<file path="src/rtl/systolic_setup_if.sv">
// Row-in / skewed-row-out bundle between the activation source, systolic_setup and the MMU.
// The master drives rows in and observes the skewed output; the slave is the skew stage.
interface systolic_setup_if #(
    parameter int unsigned MATRIX_WIDTH = 4
);
    logic                         in_valid;
    logic                         in_ready;
    logic [MATRIX_WIDTH-1:0][7:0] in_data;
    logic                         in_signed;
    logic                         in_last;

    logic [MATRIX_WIDTH-1:0][7:0] systolic_data;
    logic                         systolic_signed;
    logic [MATRIX_WIDTH-1:0]      lane_valid;
    logic                         first_row;
    logic                         busy;
    logic                         done;

    modport master (
        output in_valid, in_data, in_signed, in_last,
        input  in_ready, systolic_data, systolic_signed, lane_valid, first_row, busy, done
    );

    modport slave (
        input  in_valid, in_data, in_signed, in_last,
        output in_ready, systolic_data, systolic_signed, lane_valid, first_row, busy, done
    );
endinterface

</file>
<file path="src/rtl/systolic_setup.sv">
// Input skew stage for the systolic array: delays lane j by j cycles to form the diagonal
// wavefront, frames each batch with a zero flush, and reports busy/done.
module systolic_setup #(
    parameter int unsigned MATRIX_WIDTH = 4
) (
    input logic             clk,
    input logic             rst,
    input logic             enable,
    systolic_setup_if.slave bus
);
    localparam int unsigned CntW = $clog2(MATRIX_WIDTH);

    localparam logic [1:0] StIdle  = 2'd0;
    localparam logic [1:0] StFeed  = 2'd1;
    localparam logic [1:0] StDrain = 2'd2;

    logic [1:0]                   state_q, state_d;
    logic [CntW-1:0]              drain_cnt_q, drain_cnt_d;
    logic                         sign_q, sign_d;
    logic                         done_q, done_d;

    logic [MATRIX_WIDTH-1:0][7:0] row_q;
    logic                         row_vld_q;
    logic                         tag_q;
    logic                         first_q;

    logic [MATRIX_WIDTH-1:0][7:0] lane_data;
    logic [MATRIX_WIDTH-1:0]      lane_vld;

    logic                         in_ready;
    logic                         accept;
    logic                         last_drain;

    // rst is folded in so in_ready reads low while reset is held, whatever enable does.
    assign in_ready   = enable && rst && (state_q == StIdle || state_q == StFeed);
    assign accept     = bus.in_valid && in_ready;
    assign last_drain = (drain_cnt_q == CntW'(MATRIX_WIDTH - 1));

    always_comb begin
        state_d     = state_q;
        drain_cnt_d = drain_cnt_q;
        sign_d      = sign_q;
        done_d      = 1'b0;
        unique case (state_q)
            StIdle: begin
                if (accept) begin
                    sign_d  = bus.in_signed;
                    state_d = bus.in_last ? StDrain : StFeed;
                end
            end
            StFeed: begin
                if (accept && bus.in_last) begin
                    state_d = StDrain;
                end
            end
            StDrain: begin
                if (last_drain) begin
                    done_d      = 1'b1;
                    drain_cnt_d = '0;
                    state_d     = StIdle;
                end else begin
                    drain_cnt_d = drain_cnt_q + CntW'(1);
                end
            end
            default: state_d = StIdle;
        endcase
    end

    always_ff @(posedge clk or negedge rst) begin
        if (!rst) begin
            state_q     <= StIdle;
            drain_cnt_q <= '0;
            sign_q      <= 1'b0;
            done_q      <= 1'b0;
        end else if (enable) begin
            state_q     <= state_d;
            drain_cnt_q <= drain_cnt_d;
            sign_q      <= sign_d;
            done_q      <= done_d;
        end
    end

    // Input register: non-accepted cycles load a zero bubble so the diagonal stays aligned.
    // The first-row tag rides alongside lane 0 only.
    always_ff @(posedge clk or negedge rst) begin
        if (!rst) begin
            row_q     <= '0;
            row_vld_q <= 1'b0;
            tag_q     <= 1'b0;
            first_q   <= 1'b0;
        end else if (enable) begin
            row_q     <= accept ? bus.in_data : '0;
            row_vld_q <= accept;
            tag_q     <= accept && (state_q == StIdle);
            first_q   <= tag_q;
        end
    end

    for (genvar j = 0; j < MATRIX_WIDTH; j++) begin : g_lane
        logic [j:0][7:0] data_q;
        logic [j:0]      vld_q;

        always_ff @(posedge clk or negedge rst) begin
            if (!rst) begin
                data_q <= '0;
                vld_q  <= '0;
            end else if (enable) begin
                data_q[0] <= row_q[j];
                vld_q[0]  <= row_vld_q;
                for (int k = 1; k <= j; k++) begin
                    data_q[k] <= data_q[k-1];
                    vld_q[k]  <= vld_q[k-1];
                end
            end
        end

        assign lane_data[j] = data_q[j];
        assign lane_vld[j]  = vld_q[j];
    end

    assign bus.in_ready        = in_ready;
    assign bus.systolic_data   = lane_data;
    assign bus.lane_valid      = lane_vld;
    assign bus.systolic_signed = sign_q && (|lane_vld);
    assign bus.first_row       = first_q;
    assign bus.busy            = (state_q != StIdle);
    assign bus.done            = done_q;
endmodule

</file>
<file path="src/flat_wrapper.sv">
// flat-port wrapper written by rule: the top's interface ports become plain ports
module systolic_setup_flat 
#(
    parameter int unsigned MATRIX_WIDTH = 4
)
  (clk, rst, enable, bus_in_valid, bus_in_data, bus_in_signed, bus_in_last, bus_in_ready, bus_systolic_data, bus_systolic_signed, bus_lane_valid, bus_first_row, bus_busy, bus_done);
  systolic_setup_if #(.MATRIX_WIDTH(MATRIX_WIDTH)) bus_i ();
  input logic clk;
  input logic rst;
  input logic enable;
  input wire logic [$bits(bus_i.in_valid)-1:0] bus_in_valid;
  input wire logic [$bits(bus_i.in_data)-1:0] bus_in_data;
  input wire logic [$bits(bus_i.in_signed)-1:0] bus_in_signed;
  input wire logic [$bits(bus_i.in_last)-1:0] bus_in_last;
  output wire logic [$bits(bus_i.in_ready)-1:0] bus_in_ready;
  output wire logic [$bits(bus_i.systolic_data)-1:0] bus_systolic_data;
  output wire logic [$bits(bus_i.systolic_signed)-1:0] bus_systolic_signed;
  output wire logic [$bits(bus_i.lane_valid)-1:0] bus_lane_valid;
  output wire logic [$bits(bus_i.first_row)-1:0] bus_first_row;
  output wire logic [$bits(bus_i.busy)-1:0] bus_busy;
  output wire logic [$bits(bus_i.done)-1:0] bus_done;
  assign bus_i.in_valid = bus_in_valid;
  assign bus_i.in_data = bus_in_data;
  assign bus_i.in_signed = bus_in_signed;
  assign bus_i.in_last = bus_in_last;
  assign bus_in_ready = bus_i.in_ready;
  assign bus_systolic_data = bus_i.systolic_data;
  assign bus_systolic_signed = bus_i.systolic_signed;
  assign bus_lane_valid = bus_i.lane_valid;
  assign bus_first_row = bus_i.first_row;
  assign bus_busy = bus_i.busy;
  assign bus_done = bus_i.done;
  systolic_setup #(.MATRIX_WIDTH(MATRIX_WIDTH)) u_core (.clk(clk), .rst(rst), .enable(enable), .bus(bus_i));
endmodule
</file>
<file path="config.mk">
export PLATFORM = sky130hd
export DESIGN_NAME = systolic_setup_flat
export DESIGN_NICKNAME = d
export VERILOG_FILES = /design/src/rtl/systolic_setup_if.sv /design/src/rtl/systolic_setup.sv /design/src/flat_wrapper.sv
export SDC_FILE = /design/constraint.sdc
export NUM_CORES = 1
export LEC_CHECK = 0
export CELL_PAD_IN_SITES_DETAIL_PLACEMENT = 0
export CELL_PAD_IN_SITES_GLOBAL_PLACEMENT = 2
export CORE_UTILIZATION = 36
export DETAILED_ROUTE_END_ITERATION = 12
export PLACE_DENSITY = 0.88
export SETUP_SLACK_MARGIN = 0.05
export SLEW_MARGIN = 30
export SYNTH_ARGS = -nofsm -noshare
export SYNTH_HDL_FRONTEND = slang
export SYNTH_SLANG_ARGS = --single-unit
</file>
<file path="constraint.sdc">
create_clock -name clk -period 1.35 [get_ports clk]
set_input_delay 0.3375 -clock clk [delete_from_list [all_inputs] [get_ports clk]]
set_output_delay 0.3375 -clock clk [all_outputs]
set_load 0.01 [all_outputs]
</file>
==> results_dict.tcl, run 1 <==
set metrics [dict create \
    crit_buf_inv 1 \
    setup_ws_ns -0.320 \
    fp.dieH_um 120 \
    stdcell_area_sq_um 6570 \
    grt_pass1_wl_um 15100 \
    ant_nets 0 \
    cp-end-kind "output pin" \
    dp_cells 601 \
    max_stage_delay_ns 0.41 \
    rsz0062_at_grt "true" \
    path_max_fanout 2 \
    cts_tree "built" \
    wl_per_cell_um 14.1 \
    setup_viol 44 \
    peakVddDrop_mv 1.13 \
    cts_buffers 17 \
    antenna_cells 0 \
    crit_required_ns 1.01 \
    grt_max_degree 119 \
    maxCapViolations 0 \
    violations "setup timing" \
    startpoint_type "register" \
    grt_antenna_before_repair 0 \
    hpwl_um 5450 \
    clkTransAtPathRegs_ns 0.05 \
    fin_nets 497 \
    reg2reg_from "u_core.state_q[1]" \
    fmax_mhz 599 \
    drc 0 \
    switching_share_pct 23.5 \
    pwr_density_cell_nw_per_um2 1580 \
    clock-sinks 125 \
    syn_inst 374 \
    drtIter0Drc 113 \
    ys_ff_latch 125 \
    tightest_slew_ns 0.604 \
    yosys-top-cells-area "dfrtp_1, mux2_2, buf_4" \
    hold_viol 0 \
    drtPass1Iterations 6 \
    viasPerCell 4.47 \
    coreArea_sq_um 13400 \
    yosysUniqueCellTypes 23 \
    globalRouteTotalUtil_pct 13.8 \
    cpLargestDelayFamily "compound AO/OA/AOI/OAI gates" \
    crit_slowest_cell "o41a_1" \
    p_sw_mw 2.44 \
    skew_ns 0.00426 \
    cts_root_buffer "clkbuf_16" \
    fp.dieArea_sq_um 14300 \
    rows 42 \
    synth-seq-area-share_pct 62.6 \
    crit_chain "o41a_1, buf_2" \
    netlist_area_sq_um 4990 \
    combPwrFrac_pct 17.5 \
    port_buffers 78 \
    post-place-ws_ns -0.276 \
    leakage_nw 3.26 \
    seq_power_share_pct 43.5 \
    die_x_um 120 \
    grt_pass1_vias 3032 \
    finalWirelength_um 9080 \
    status "complete, but fails checks" \
    synth_top_area_share_pct 62.6 \
    min_path_type "primary input to asynchronous set/reset pin" \
    hold_ws_ns 0.176 \
    synth.avg_cell_area_sq_um 13.4 \
    crit_arrival_ns 1.33 \
    clock_path_buffers 2 \
    slew_headroom_pct 59.7 \
    drv_slew 0 \
    postPlaceCellArea_sq_um 5820 \
    p_int_mw 7.95 \
    period_share_pct 124 \
    clock_latency_ns 0.40 \
    synth.largest_area_cell "dfrtp_1" \
    htreeDepth 4 \
    startpoint "u_core.g_lane[3].vld_q[1]" \
    drive_gt1_share_pct 46.6 \
    syn_to_final_growth_pct 31.5 \
    pwr-share-clk_pct 39.1 \
    finalCriticalPeriod_ns 1.67 \
    crit_type "register to output pin" \
    initial_core_util_pct 37.3 \
    yosysWarnings 0 \
    grt_overflow 0 \
    io_pins 79 \
    place.gp.congestion 0.663 \
    vias 2869 \
    synthesis.nets 413 \
    finalNonFillerCells 642 \
]
-- path summary, 6_finish.rpt --
path / endpoint / slack [ns] / cells after the start
min in group clk: u_core.bus.done / 0.35 / 3
max: bus_systolic_signed / -0.32 / 2
max reg2reg: u_core.row_q[3] / -0.11 / 7
max in group asynchronous: u_core.state_q[1] / 0.61 / 3
min: u_core.row_q[5] / 0.18 / 3
min reg2reg: u_core.bus.systolic_data[28] / 0.48 / 1
-- power by group through the flow --
stage	clock (mW)	combinational (mW)	sequential, mW
5_1_grt	4.36	1.99	4.58
6_report	4.06	1.82	4.52
3_5_place_dp	0	1.59	4.58
4_1_cts	4.16	1.71	4.52
2_1_floorplan	0	0.904	4.54
3_3_place_gp	0	1.56	4.55
-- Yosys cell counts --
cell,n
nor2b_1,1
o22ai_1,1
nor2_1,2
or2_2,1
clkbuf_1,3
o41a_1,1
o21ai_0,35
o21ai_1,1
mux2_1,7
mux2_2,81
buf_4,26
inv_1,35
buf_2,5
a22o_1,2
nor3b_1,1
buf_6,9
dfrtp_1,125
nand4b_1,1
nand2_1,33
and3b_1,1
nand3_1,1
ha_1,1
and4b_1,1
-- area by class of cell --
type	count	area [sq um]
fillers	1192	6830
flip-flops and latches	125	3130
multi-input cells	171	1560
repair buffers	108	992
clock buffers	26	529
well taps	176	220
inverters	35	131
clock inverters	1	5.00
-- layer usage --
metal	wire [um]	part of all wire [%]	global-route usage [%]	up-vias
met1	4140	46	18.1	1429
li1	-	-	-	1378
met3	371	4.1	4.47	8
met5	0	0	0	-
met4	113	1.2	5.78	0
met2	4460	49	21.1	54
-- stage by stage --
stage               util (%)  total power, mW  TNS [ns]
finish                  49.0             10.4     -3.36
global route            49.0             10.9     -5.60
CTS                     48.1             10.4     -4.68
detailed placement      43.4             6.17    -12.45
global placement        43.4             6.10    -10.76
floorplan                  -             5.44         0
-- what timing repair did --
item / 4_1_cts / 5_1_grt
hold endpoints to repair: 7 / 0
pin swaps: 20 / 8
buffers inserted: 14 / 7
hold buffers: 1 / 0
resized for setup: 229 / 52
gates cloned: 3 / 0
endpoints found under the setup margin: 74 / 54
-- layout by cell type, fill, tap and decap left out, types with 11 or more instances in the layout --
| cell type | count |
|---|---|
| o21ai_1 | 22 |
| clkdlybuf4s50_1 | 35 |
| nand2_2 | 18 |
| buf_2 | 35 |
| mux2_2 | 78 |
| o21ai_2 | 11 |
| buf_4 | 13 |
| dfrtp_1 | 125 |
| clkbuf_16 | 17 |
| buf_6 | 13 |
| inv_1 | 35 |
-- state kept, by name, indices dropped and copies added, names as in the netlist --
register / cells
u_core.bus.first_row: 1
u_core.g_lane.data_q: 56
u_core.drain_cnt_q: 2
u_core.sign_q: 1
u_core.row_q: 32
u_core.bus.done: 1
u_core.state_q: 2
u_core.bus.systolic_data: 24
u_core.row_vld_q: 1
u_core.tag_q: 1
u_core.g_lane.vld_q: 4
-- worst register-to-register path, stage by stage, from the launching register on --
cell and delay, ns:
dfrtp_1 0.38, buf_6 0.12, buf_6 0.11, and4b_4 0.38
buf_12 0.14, buf_12 0.14, nand2_2 0.05, o21ai_1 0.07
-- cells by family after synthesis --
logic type | share of synthesized area (%)
buf+inv | 9.29
flops | 62.6
fa+ha+maj | 0.250
simple gates | 3.68
mux | 19.8
compound gates | 4.31
Note: power is estimated with default switching activity, not from simulation.
==> run 2, diff against run 1 <==
Settings changed: ABC_AREA from default to 0.
==> results of run 2 <==
The final DEF is identical to that of run 1; final timing and power are the same.
